==> config.mk <==
export PLATFORM = sky130hd
export DESIGN_NAME = shift_cmd_sequencer
export DESIGN_NICKNAME = d
export VERILOG_FILES = /design/src/rtl/shift_cmd_sequencer_pkg.sv /design/src/rtl/shift_cmd_sequencer_step_counter.sv /design/src/rtl/shift_cmd_sequencer.sv
export SDC_FILE = /design/constraint.sdc
export NUM_CORES = 1
export LEC_CHECK = 0
export BUFFER_PORTS_ARGS = -buffer_cell sky130_fd_sc_hd__buf_2
export CAP_MARGIN = 25
export CORE_MARGIN = 4
export CORE_UTILIZATION = 42
export DETAILED_ROUTE_END_ITERATION = 7
export HOLD_SLACK_MARGIN = 0.02
export PLACE_DENSITY = 0.77
export SETUP_SLACK_MARGIN = 0.1
export SYNTH_ARGS = -nofsm -noshare
export SYNTH_HDL_FRONTEND = slang
export SYNTH_HIERARCHICAL = 1
export SYNTH_SLANG_ARGS = --single-unit
==> constraint.sdc <==
create_clock -name c -period 2.25 [get_ports c]
set_input_delay 0.1125 -clock c [delete_from_list [all_inputs] [get_ports c]]
set_output_delay 0.1125 -clock c [all_outputs]
set_load 0.01 [all_outputs]
==> src/rtl/shift_cmd_sequencer_pkg.sv <==
// Shared definitions for the shift command sequencer.
//   op codes  : command encodings on cmd_op (6 and 7 decode as HOLD)
//   ST_*      : sequencer FSM states
//   isrc_e    : selector for the serial input i driven to the register
package shift_cmd_sequencer_pkg;

   typedef enum logic [2:0] {
      OP_HOLD = 3'd0,
      OP_LOAD = 3'd1,
      OP_SHU  = 3'd2,
      OP_SHD  = 3'd3,
      OP_ROU  = 3'd4,
      OP_ROD  = 3'd5
   } op_e;

   localparam logic [0:0] ST_IDLE = 1'b0;
   localparam logic [0:0] ST_RUN  = 1'b1;

   typedef enum logic [1:0] {
      ISRC_ZERO,
      ISRC_FILL,
      ISRC_MSB,
      ISRC_LSB
   } isrc_e;

endpackage

==> src/rtl/shift_cmd_sequencer_step_counter.sv <==
// Loadable down-counter that tracks the remaining steps of the current command.
//   c        : clock, rising edge
//   rst      : synchronous reset, active high (clears rem)
//   load     : load load_val into rem (wins over dec)
//   load_val : step count to load
//   dec      : decrement rem by one (saturates at zero)
//   rem      : remaining steps
//   last     : rem == 1, the current edge is the final step
module shift_cmd_sequencer_step_counter #(
   parameter int unsigned CW = 4
) (
   input  logic          c,
   input  logic          rst,
   input  logic          load,
   input  logic [CW-1:0] load_val,
   input  logic          dec,
   output logic [CW-1:0] rem,
   output logic          last
);

   logic [CW-1:0] rem_q;

   always_ff @(posedge c) begin
      if (rst) begin
         rem_q <= '0;
      end else if (load) begin
         rem_q <= load_val;
      end else if (dec && (rem_q != '0)) begin
         rem_q <= rem_q - CW'(1);
      end
   end

   assign rem  = rem_q;
   assign last = (rem_q == CW'(1));

endmodule

==> src/rtl/shift_cmd_sequencer.sv <==
// Command sequencer for the N-bit universal shift register. Accepts one command per
// valid/ready handshake and expands it into per-cycle register controls.
//   c, rst     : clock (rising edge), synchronous active-high reset
//   cmd_valid  : command present;  cmd_ready : command accepted when both high
//   cmd_op     : HOLD/LOAD/SHU/SHD/ROU/ROD (6,7 act as HOLD)
//   cmd_cnt    : step count for shift/rotate; cmd_fill : serial fill bit
//   cmd_data   : parallel load value;  q_fb : register contents for rotates
//   l, r, i, d : register controls (l=r=1 load, l only SHD, r only SHU)
//   busy       : command in progress;  done : one-cycle completion pulse
module shift_cmd_sequencer
   import shift_cmd_sequencer_pkg::*;
#(
   parameter int unsigned N  = 8,
   parameter int unsigned CW = $clog2(N) + 1
) (
   input  logic          c,
   input  logic          rst,
   input  logic          cmd_valid,
   output logic          cmd_ready,
   input  logic [2:0]    cmd_op,
   input  logic [CW-1:0] cmd_cnt,
   input  logic          cmd_fill,
   input  logic [N-1:0]  cmd_data,
   input  logic [N-1:0]  q_fb,
   output logic          l,
   output logic          r,
   output logic          i,
   output logic [N-1:0]  d,
   output logic          busy,
   output logic          done
);

   logic [0:0]    state_q;
   logic          l_q, r_q, fill_q, done_q;
   logic [N-1:0]  d_q;
   isrc_e         isrc_q;

   logic [CW-1:0] rem;
   logic          last;
   logic          run_last;
   logic          accept;

   logic          dec_run, dec_l, dec_r;
   isrc_e         dec_isrc;
   logic [CW-1:0] dec_steps;
   logic          has_cnt;

   // Decode the offered command; dec_run=0 means it completes without control cycles.
   always_comb begin
      dec_run   = 1'b0;
      dec_l     = 1'b0;
      dec_r     = 1'b0;
      dec_isrc  = ISRC_ZERO;
      dec_steps = cmd_cnt;
      has_cnt   = (cmd_cnt != '0);
      case (cmd_op)
         OP_LOAD: begin
            dec_run   = 1'b1;
            dec_l     = 1'b1;
            dec_r     = 1'b1;
            dec_steps = CW'(1);
         end
         OP_SHU: begin
            dec_run  = has_cnt;
            dec_r    = 1'b1;
            dec_isrc = ISRC_FILL;
         end
         OP_SHD: begin
            dec_run  = has_cnt;
            dec_l    = 1'b1;
            dec_isrc = ISRC_FILL;
         end
         OP_ROU: begin
            dec_run  = has_cnt;
            dec_r    = 1'b1;
            dec_isrc = ISRC_MSB;
         end
         OP_ROD: begin
            dec_run  = has_cnt;
            dec_l    = 1'b1;
            dec_isrc = ISRC_LSB;
         end
         default: ;
      endcase
   end

   assign run_last  = (state_q == ST_RUN) && last;
   // Ready on the final step too, so a queued command follows with no bubble.
   assign cmd_ready = !rst && ((state_q == ST_IDLE) || run_last);
   assign accept    = cmd_valid && cmd_ready;

   shift_cmd_sequencer_step_counter #(
      .CW (CW)
   ) u_step_counter (
      .c        (c),
      .rst      (rst),
      .load     (accept && dec_run),
      .load_val (dec_steps),
      .dec      (state_q == ST_RUN),
      .rem      (rem),
      .last     (last)
   );

   always_ff @(posedge c) begin
      if (rst) begin
         state_q <= ST_IDLE;
         l_q     <= 1'b0;
         r_q     <= 1'b0;
         fill_q  <= 1'b0;
         isrc_q  <= ISRC_ZERO;
         d_q     <= '0;
         done_q  <= 1'b0;
      end else begin
         done_q <= run_last || (accept && !dec_run);
         if (accept && dec_run) begin
            state_q <= ST_RUN;
            l_q     <= dec_l;
            r_q     <= dec_r;
            isrc_q  <= dec_isrc;
            fill_q  <= cmd_fill;
            if (cmd_op == OP_LOAD) begin
               d_q <= cmd_data;
            end
         end else if (accept || run_last) begin
            // Trivial command or end of run: back to hold, d keeps its value.
            state_q <= ST_IDLE;
            l_q     <= 1'b0;
            r_q     <= 1'b0;
            isrc_q  <= ISRC_ZERO;
         end
      end
   end

   // Rotates take the serial bit straight from the live register contents.
   always_comb begin
      i = 1'b0;
      unique case (isrc_q)
         ISRC_ZERO: i = 1'b0;
         ISRC_FILL: i = fill_q;
         ISRC_MSB:  i = q_fb[N-1];
         ISRC_LSB:  i = q_fb[0];
      endcase
   end

   assign l    = l_q;
   assign r    = r_q;
   assign d    = d_q;
   assign busy = (state_q == ST_RUN);
   assign done = done_q;

   logic unused_rem;
   assign unused_rem = ^rem;

endmodule

==> results.md, run 1 <==
Routing:
- Detailed routing placed a total of between 100 and 150 um of wire on met3.
- Routed signal wires occupy layers up through met3.
- Using the TritonRoute via totals, the vias-per-cell ratio works out to roughly 5.3.
- The detail route stage leaves a number of antenna-violating nets equal to 0.
- For this block, wires on met1 add up to 925 um.
- In the final routed layout, each cell accounts on average for roughly 12 um.
- For this block, the initial DRC count from the detailed router was 15.
- The residual DRC count is 0.
- The routed design has 2.28 mm of wire.
- After detailed routing, the met2 layer carries 1.21 mm of wire.
- The via count is 975.
- Before antenna repair, the detailed router went through 6 iterations.

Critical path:
- Data arrives at the worst endpoint at ~2.2 ns.
- STA classifies the critical path endpoint as a register.
- The critical path class is reg -> reg.
- The endpoint required time on the critical path is 2.46 ns.
- The largest driver fanout on the critical path is 7.
- The type of element launching the critical path is a register.
- For flop-to-flop paths, the worst setup slack is ~0.28 ns.

Layout:
- The most common cell after layout, fill and taps aside is sky130_fd_sc_hd__buf_2.
- The top cell types in the final layout, fill and taps aside, are sky130_fd_sc_hd__buf_2 (34), sky130_fd_sc_hd__dfxtp_1 (19), sky130_fd_sc_hd__nor2_1 (12).
- The share of layout cells above drive strength 1 is 0.335.
- The relative area change from synthesis to final layout is 27.1%.
- The total number of nets in the final design is 185.
- Summing all non-filler instances in the final layout gives an area of about 1300 um^2.
- The number of inserted diodes is 0.

Clock tree:
- The number of sinks handled by clock tree synthesis is 19.
- Clock-pin slew was measured on the worst setup and hold paths at 0.11 ns.
- The number of clock buffers inserted by TritonCTS is 3.
- TritonCTS built the clock tree.
- The clock reaches the later pin of the worst-skew pair after 0.30 ns.
- The deepest level of the CTS H-tree is 1.
- CTS placed an instance of sky130_fd_sc_hd__clkbuf_4 at the clock tree root.
- The clock passes through at most 2 buffers.
- The post-CTS setup-driven buffer insertion count is 0.

Placed design:
- The sum of net half-perimeters after detailed placement is 1.80 mm.
- The placed instances occupy a cell area of 1240 um^2.
- The total of buffers placed on input and output ports is 34.
- The weighted congestion at the end of routability-driven global placement is 0.755.

Floorplan:
- The initialized floorplan defines 17 standard-cell rows.
- For this configuration, the core starts out at a cell density of 0.446.
- The full die area is approximately 3200 um^2.
- The placeable core area is 2250 um^2.
- The height of the die is around 57 um.
- The I/O pin total is 41.
- Measured along the x axis, the die boundary spans 56.9 um.

GRT:
- The total track usage is 0.141.
- The initial antenna violation count came to 0.
- Entering global routing, the biggest net connects 24 pins.
- The via count of the first global-routing pass came to between 900 and 1000.
- The wire length of the first global-routing pass is around 3.7 mm.
- Summed over all layers, the global routing overflow is 0.

Timing:
- Between clock sinks in the finished design, the worst skew comes to slightly above 0.008 ns.
- Setup repair after global routing left no endpoint under its margin.
- For the finished layout, the period the worst path requires is 1.97 ns.
- Based on the critical path, the design can be clocked at up to approximately 510 MHz.
- The share of the clock period used by the worst path after layout is 0.876.
- The number of max-slew violations in the final report is 0.
- The final count of hold timing violations is 0.
- For the final routed database, the setup TNS stands at 0 ns.
- The headroom to the max-slew limit is 0.682.
- The transition time of the tightest slew-check pin is roughly 0.47 ns.
- Setup violations remaining at the end of the flow were counted as 0.

Min path:
- The path type of the worst min-delay path is in -> reg.

Logic synthesis:
- Synthesis produced a netlist whose cell count is 113.
- The share of synthesized cell area in full adder, half adder and majority cells is 0.0249.
- The average instance in the mapped netlist occupies 8.90 um^2.
- Of the total synthesized cell area, the portion taken by XOR and XNOR cells is 0.00871.
- The synthesized netlist occupies a cell area of 1010 um^2.
- Measured against the total synthesized area, the mux share comes to 0.0908.
- Of the total synthesized cell area, the portion taken by AND, OR, NAND and NOR gates is 0.271.
- The register bit total from synthesis is 19.
- The fraction of the mapped netlist area in compound gates is 0.184.
- Yosys mapped the design onto 42 distinct sky130hd cell types.
- Of the synthesized area, sequential elements account for 0.378.
- The net count of the mapped netlist is 142.
- The largest family of logic cells by synthesized area is simple AND/OR/NAND/NOR gates.
- The Yosys warning count is 6.

Power and ir drop:
- The power per unit of standard cell area is 563 nW/um^2.
- The maximum ir drop on the vdd rail is 0.000381 V.
- The net switching share of the total power is 0.290.
- The share of total power dissipated in sequential elements is 0.512.
- Of the total power, the clock network draws 0.239.
- The internal portion of the total power is 0.511 mW.
- The share of total power dissipated in combinational logic is 0.249.
- The leakage power of the design is 0.643 nW.
- The total net switching power is about 0.21 mW.

Flow run:
- The number of max-cap violations is 0.

Status:
- The flow ran to the end, and the final reports show no timing, DRC or antenna violations.
## per-layer routing
layer,vias to the layer above,GRT usage
met5,-,0
met4,0,0.0199
met3,0,0.0317
met2,30,0.279
met1,448,0.153
li1,497,-
## power by group through the flow
stage | Combinational (mW) | Sequential (mW) | Clock (mW)
4_1_cts | 0.178 | 0.368 | 0.176
6_report | 0.179 | 0.368 | 0.172
5_1_grt | 0.199 | 0.371 | 0.195
3_3_place_gp | 0.169 | 0.375 | 0
2_1_floorplan | 0.103 | 0.380 | 0
3_5_place_dp | 0.176 | 0.376 | 0
## registers in the layout, summed over array words and instances, names as in the netlist
name,count
d,8
u_step_counter/rem,4
isrc_q,2
busy,1
done,1
fill_q,1
l,1
r,1
## cell usage after synthesis
| cell | count | share of area |
|---|---|---|
| sky130_fd_sc_hd__dfxtp_1 | 19 | 0.38 |
| sky130_fd_sc_hd__nor2_1 | 12 | 0.045 |
| sky130_fd_sc_hd__or3_1 | 3 | 0.019 |
| sky130_fd_sc_hd__o21ai_0 | 3 | 0.015 |
| sky130_fd_sc_hd__nor3b_1 | 2 | 0.015 |
| sky130_fd_sc_hd__nor2b_1 | 4 | 0.025 |
| sky130_fd_sc_hd__and2_1 | 3 | 0.019 |
| sky130_fd_sc_hd__ha_1 | 2 | 0.025 |
| sky130_fd_sc_hd__a22o_1 | 2 | 0.017 |
| sky130_fd_sc_hd__a311oi_1 | 1 | 0.0087 |
| sky130_fd_sc_hd__a211o_1 | 1 | 0.0087 |
| sky130_fd_sc_hd__inv_1 | 6 | 0.022 |
| sky130_fd_sc_hd__o211a_1 | 1 | 0.010 |
| sky130_fd_sc_hd__or3b_4 | 1 | 0.011 |
| sky130_fd_sc_hd__a2111oi_2 | 2 | 0.030 |
| sky130_fd_sc_hd__nand2_1 | 10 | 0.037 |
| sky130_fd_sc_hd__o311ai_0 | 1 | 0.0087 |
| sky130_fd_sc_hd__and2_2 | 1 | 0.0075 |
| sky130_fd_sc_hd__and3_1 | 1 | 0.0062 |
| sky130_fd_sc_hd__dlygate4sd1_1 | 1 | 0.0087 |
| sky130_fd_sc_hd__mux2i_1 | 8 | 0.080 |
| sky130_fd_sc_hd__or3b_1 | 1 | 0.0087 |
| sky130_fd_sc_hd__and2b_4 | 1 | 0.010 |
| sky130_fd_sc_hd__a311o_1 | 1 | 0.010 |
| sky130_fd_sc_hd__and4_1 | 1 | 0.0087 |
| sky130_fd_sc_hd__o41a_1 | 1 | 0.011 |
| sky130_fd_sc_hd__nand2b_1 | 1 | 0.0062 |
| sky130_fd_sc_hd__o22ai_1 | 1 | 0.0062 |
| sky130_fd_sc_hd__a31oi_1 | 1 | 0.0062 |
| sky130_fd_sc_hd__nor4_1 | 1 | 0.0062 |
| sky130_fd_sc_hd__mux2_2 | 1 | 0.011 |
| sky130_fd_sc_hd__a21oi_1 | 4 | 0.020 |
| sky130_fd_sc_hd__o41ai_1 | 1 | 0.0087 |
| sky130_fd_sc_hd__a211oi_1 | 2 | 0.015 |
| sky130_fd_sc_hd__nand3_1 | 1 | 0.0050 |
| sky130_fd_sc_hd__or2b_1 | 1 | 0.0075 |
| sky130_fd_sc_hd__a2111oi_0 | 1 | 0.0087 |
| sky130_fd_sc_hd__clkbuf_1 | 1 | 0.0037 |
| sky130_fd_sc_hd__and4b_1 | 1 | 0.010 |
| sky130_fd_sc_hd__buf_4 | 1 | 0.0075 |
| sky130_fd_sc_hd__nor3_1 | 5 | 0.025 |
| sky130_fd_sc_hd__xor2_1 | 1 | 0.0087 |
## cells by family (layout without fill, tap and decap cells)
group	after synthesis	in the layout
and+or+nand+nor	50	50
AOI/OAI and AO/OA	23	23
DFF	19	19
muxes	9	9
buffers and inverters	9	51
adders and majority gates	2	2
xor gates and xnor gates	1	1
## final cells by class
type / count / area (um^2)
clock buffers: 4 / 26.3
fillers: 227 / 976
inverters: 6 / 22.5
multi-input cells: 85 / 592
flip-flops and latches: 19 / 380
well taps: 28 / 35.0
repair buffers: 41 / 223
## worst max-delay path, cell delays in order (launching register included)
cell,delay (ns)
sky130_fd_sc_hd__dfxtp_1,0.33
sky130_fd_sc_hd__inv_1,0.11
sky130_fd_sc_hd__ha_1,0.15
sky130_fd_sc_hd__nor3b_2,0.20
sky130_fd_sc_hd__or2b_1,0.15
sky130_fd_sc_hd__nand2_1,0.08
sky130_fd_sc_hd__a21oi_2,0.23
sky130_fd_sc_hd__buf_4,0.20
sky130_fd_sc_hd__nor2b_1,0.05
sky130_fd_sc_hd__and4_1,0.20
sky130_fd_sc_hd__a2111oi_2,0.19
## stage by stage
| stage | hold slack, ns | worst slack [ns] | power (mW) | util | instances |
|---|---|---|---|---|---|
| after floorplan | 0.182 | 0.180 | 0.483 | - | 113 |
| after global placement | 0.341 | 0.161 | 0.544 | 0.552 | 179 |
| after detailed placement | 0.361 | 0.0222 | 0.552 | 0.552 | 179 |
| after CTS | 0.0434 | 0.162 | 0.723 | 0.565 | 183 |
| after global routing | 0.0467 | 0.109 | 0.765 | 0.567 | 183 |
| final | 0.0455 | 0.278 | 0.719 | 0.567 | 183 |
## worst paths after layout
path | depth (start not counted) | endpoint | startpoint
min reg2reg | 2 | d[3]$_SDFFE_PP0P_ | d[3]$_SDFFE_PP0P_
min | 3 | d[7]$_SDFFE_PP0P_ | cmd_data[7]
max reg2reg | 10 | u_step_counter/rem[3]$_SDFFE_PP0P_ | u_step_counter/rem[1]$_SDFFE_PP0P_
max | 10 | u_step_counter/rem[3]$_SDFFE_PP0P_ | u_step_counter/rem[1]$_SDFFE_PP0P_
## what timing repair did
action / 4_1_cts / 5_1_grt
endpoints found under the setup margin: 2 / 2
resized for setup: 1 / 1
pin swaps: 0 / 0
hold buffers: 0 / 0
(Power assumes the default switching activity.)
==> run 2: changes to the inputs <==
- BUFFER_PORTS_ARGS: -buffer_cell sky130_fd_sc_hd__buf_2 -> -buffer_cell sky130_fd_sc_hd__buf_4
- CORE_UTILIZATION: 42 -> 49
- CTS_BUF_LIST: not set -> sky130_fd_sc_hd__clkbuf_8
- PLACE_DENSITY: 0.77 -> 0.84
- clock period: 2.25 -> 1.87 ns (I/O delays scaled with it)
==> results.md, run 2 (synthesized netlist as in run 1, its figures left out) <==
Layout:
- The most common cell after layout, fill and taps aside is sky130_fd_sc_hd__buf_4.
- The flip-flop count of the largest register after layout is 8.
- The relative area change from synthesis to final layout is 48.5%.
- The post-route standard cell area excluding fillers is between 1000 and 1500 um^2.
- In the layout the commonest cells are sky130_fd_sc_hd__buf_4 (44), sky130_fd_sc_hd__dfxtp_1 (17), sky130_fd_sc_hd__nor2_1 (12).
- Leaving out filler cells and counting taps, the final layout contains roughly 190.
- The total number of nets in the final design is 190.
- The number of inserted diodes is 0.
- The share of layout cells above drive strength 1 is 0.419.

Flow run:
- The number of max-cap violations is 0.

Floorplan:
- The floorplan has 16 rows.
- The placeable core area is 1960 um^2.
- The height of the die is 53.3 um.
- The full die area is between 2000 and 3000 um^2.
- The width of the chip is 53.3 um.
- For this configuration, the core starts out at a cell density of 0.513.
- In this run the count of I/O pins placed on the die edge is 41.

Timing:
- The share of the clock period used by the worst path after layout is 0.975.
- Measured against its own limit, the worst slew margin works out to 0.650.
- The number of max-slew violations in the final report is 0.
- Setup repair after global routing could not meet its margin everywhere.
- The final worst hold slack is 0.0666 ns.
- For the final database, setup skew stands at 0.00141 ns.
- Setup violations remaining at the end of the flow were counted as 0.
- The final count of hold timing violations is 0.
- The time the final worst path needs with I/O delays and setup is roughly 1.8 ns.
- The maximum clock rate is 548 MHz.
- The transition time of the tightest slew-check pin is 0.523 ns.

GRT:
- The total global routing overflow is 0.
- The via count of the first global-routing pass is ~1000.
- Entering global routing, the biggest net connects 24 pins.
- For this run, the total global-route usage over all layers was measured as 0.215.
- The wire length of the first global-routing pass is 4.43 mm.
- The initial antenna violation count is 0.

Routing:
- The count of nets left with antenna violations after detail routing is 0.
- The total wire length after detailed routing is 2.78 mm.
- The first-pass iteration count of the detailed router is 4.
- The detail-routed net length per standard cell is 14.9 um.
- The detailed router placed between 1000 and 1500 vias in this run.
- After detailed routing, the number of vias per cell comes to 5.64.
- The residual DRC count is 0.
- In this run, the number of DRC markers left after iteration 0 of detailed routing was 27.

Critical path:
- The peak per-stage delay on the critical path is 0.32 ns.
- The number of cells traversed by the worst register-to-register path is 9.
- The sort of element at the end of the critical path is a register.
- The endpoint required time on the critical path is 2.01 ns.
- The type of element launching the critical path is a register.
- The largest driver fanout on the critical path is 7.
- STA puts the critical path data arrival time at 1.97 ns.
- Walking the worst path, the cells encountered are inv_2 > ha_4 > nor3b_4 > or2b_1 > nand2_2 > a21oi_4 > nor3_2 > and3_1 > or3_1.
- The worst-path cell with the longest stage delay is sky130_fd_sc_hd__dfxtp_2.
- The critical path class is reg -> reg.

Min path:
- The tightest min-delay check is of the in -> reg type.
- The worst hold path passes through 3 cells.

Clock tree:
- The maximum buffer depth of the clock tree is 2.
- The TritonCTS clock tree is done.
- The number of buffers inserted by hold repair at cts is 0.
- The number of sinks handled by clock tree synthesis is 19.
- Clock-pin slew was measured on the worst setup and hold paths at ~0.070 ns.
- The clock root buffer is sky130_fd_sc_hd__clkbuf_8.
- The latest clock arrival within the worst-skew pair is between 0.2 and 0.3 ns.
- CTS built an H-tree with a depth of 1.
- The number of clock buffers inserted by TritonCTS is 3.

Placed design:
- The HPWL after detailed placement is 2.00 mm.
- Port buffering added 34 buffers.
- The cell count after placement is 180.
- The congestion estimate from routability-driven global placement came to 0.776.
- After detailed placement, the total cell area comes to between 1000 and 1500 um^2.

Power and ir drop:
- Summing internal, switching and leakage power gives 1.02 mW.
- The power per unit of standard cell area is between 600 and 700 nW/um^2.
- The maximum ir drop on the vdd rail is between 0.0006 and 0.0007 V.
- The analysis attributes to cell leakage a power of 0.702 nW.

Status:
- The run finished with clean final reports.
## run 2: cell count changes in the layout (fill, tap and decap cells not counted), sizes merged
cell / previous run / this run
clkbuf: 4 / 3
clkinv: 0 / 1
buf: 41 / 46
## run 2: worst max-delay path: cells and delay by family, from the launching register on
kind                     cells  cell delay, ns
buffers and inverters        1            0.07
adder cells (fa/ha/maj)      1            0.12
flip-flops                   1            0.32
AO/OA/AOI/OAI                1            0.26
AND/OR/NAND/NOR              6            0.93
## run 2: report_power, final
group	total, mW	internal, mW	switching [mW]
clock	0.287	0.148	0.139
sequential	0.449	0.428	0.0204
combinational	0.283	0.145	0.139
## run 2: repair_timing
| action | in CTS | in global routing |
|---|---|---|
| endpoints found under the setup margin | 10 | 15 |
| resized for setup | 5 | 5 |
| pin swaps | 1 | 2 |
| setup buffers | 3 | 0 |
## run 2: path summary, 6_finish.rpt
kind                            slack [ns]                            endpoint                                from
worst max-delay path                  0.05  u_step_counter/rem[0]$_SDFFE_PP0P_  u_step_counter/rem[1]$_SDFFE_PP0P_
worst min-delay path                  0.07                   d[2]$_SDFFE_PP0P_                         cmd_data[2]
worst max register to register        0.05  u_step_counter/rem[0]$_SDFFE_PP0P_  u_step_counter/rem[1]$_SDFFE_PP0P_
worst min register to register        0.50                   d[3]$_SDFFE_PP0P_                   d[3]$_SDFFE_PP0P_
## run 2: per-layer routing
| layer | routed length (um) | vias to the layer above | GRT usage |
|---|---|---|---|
| met5 | 0 | - | 0 |
| met4 | 42 | 0 | 0.0809 |
| met3 | 168 | 6 | 0.0563 |
| met2 | 1510 | 39 | 0.410 |
| met1 | 1060 | 504 | 0.217 |
| li1 | - | 505 | - |
## run 2: metrics by stage
step	TNS, ns	setup slack [ns]	utilization
floorplan	0	0.0319	-
global placement	0	0.0748	0.695
detailed placement	-0.0586	-0.0308	0.695
CTS	0	0.0899	0.746
global route	-0.0772	-0.0600	0.761
finish	0	0.0463	0.761
## run 2: area by class of cell
class | count | area (um^2)
Multi-Input combinational cell | 85 | 656
Tap cell | 27 | 33.8
Sequential cell | 19 | 383
Timing Repair Buffer | 46 | 353
Clock inverter | 1 | 5.00
Fill cell | 156 | 468
Inverter | 6 | 22.5
Clock buffer | 3 | 41.3
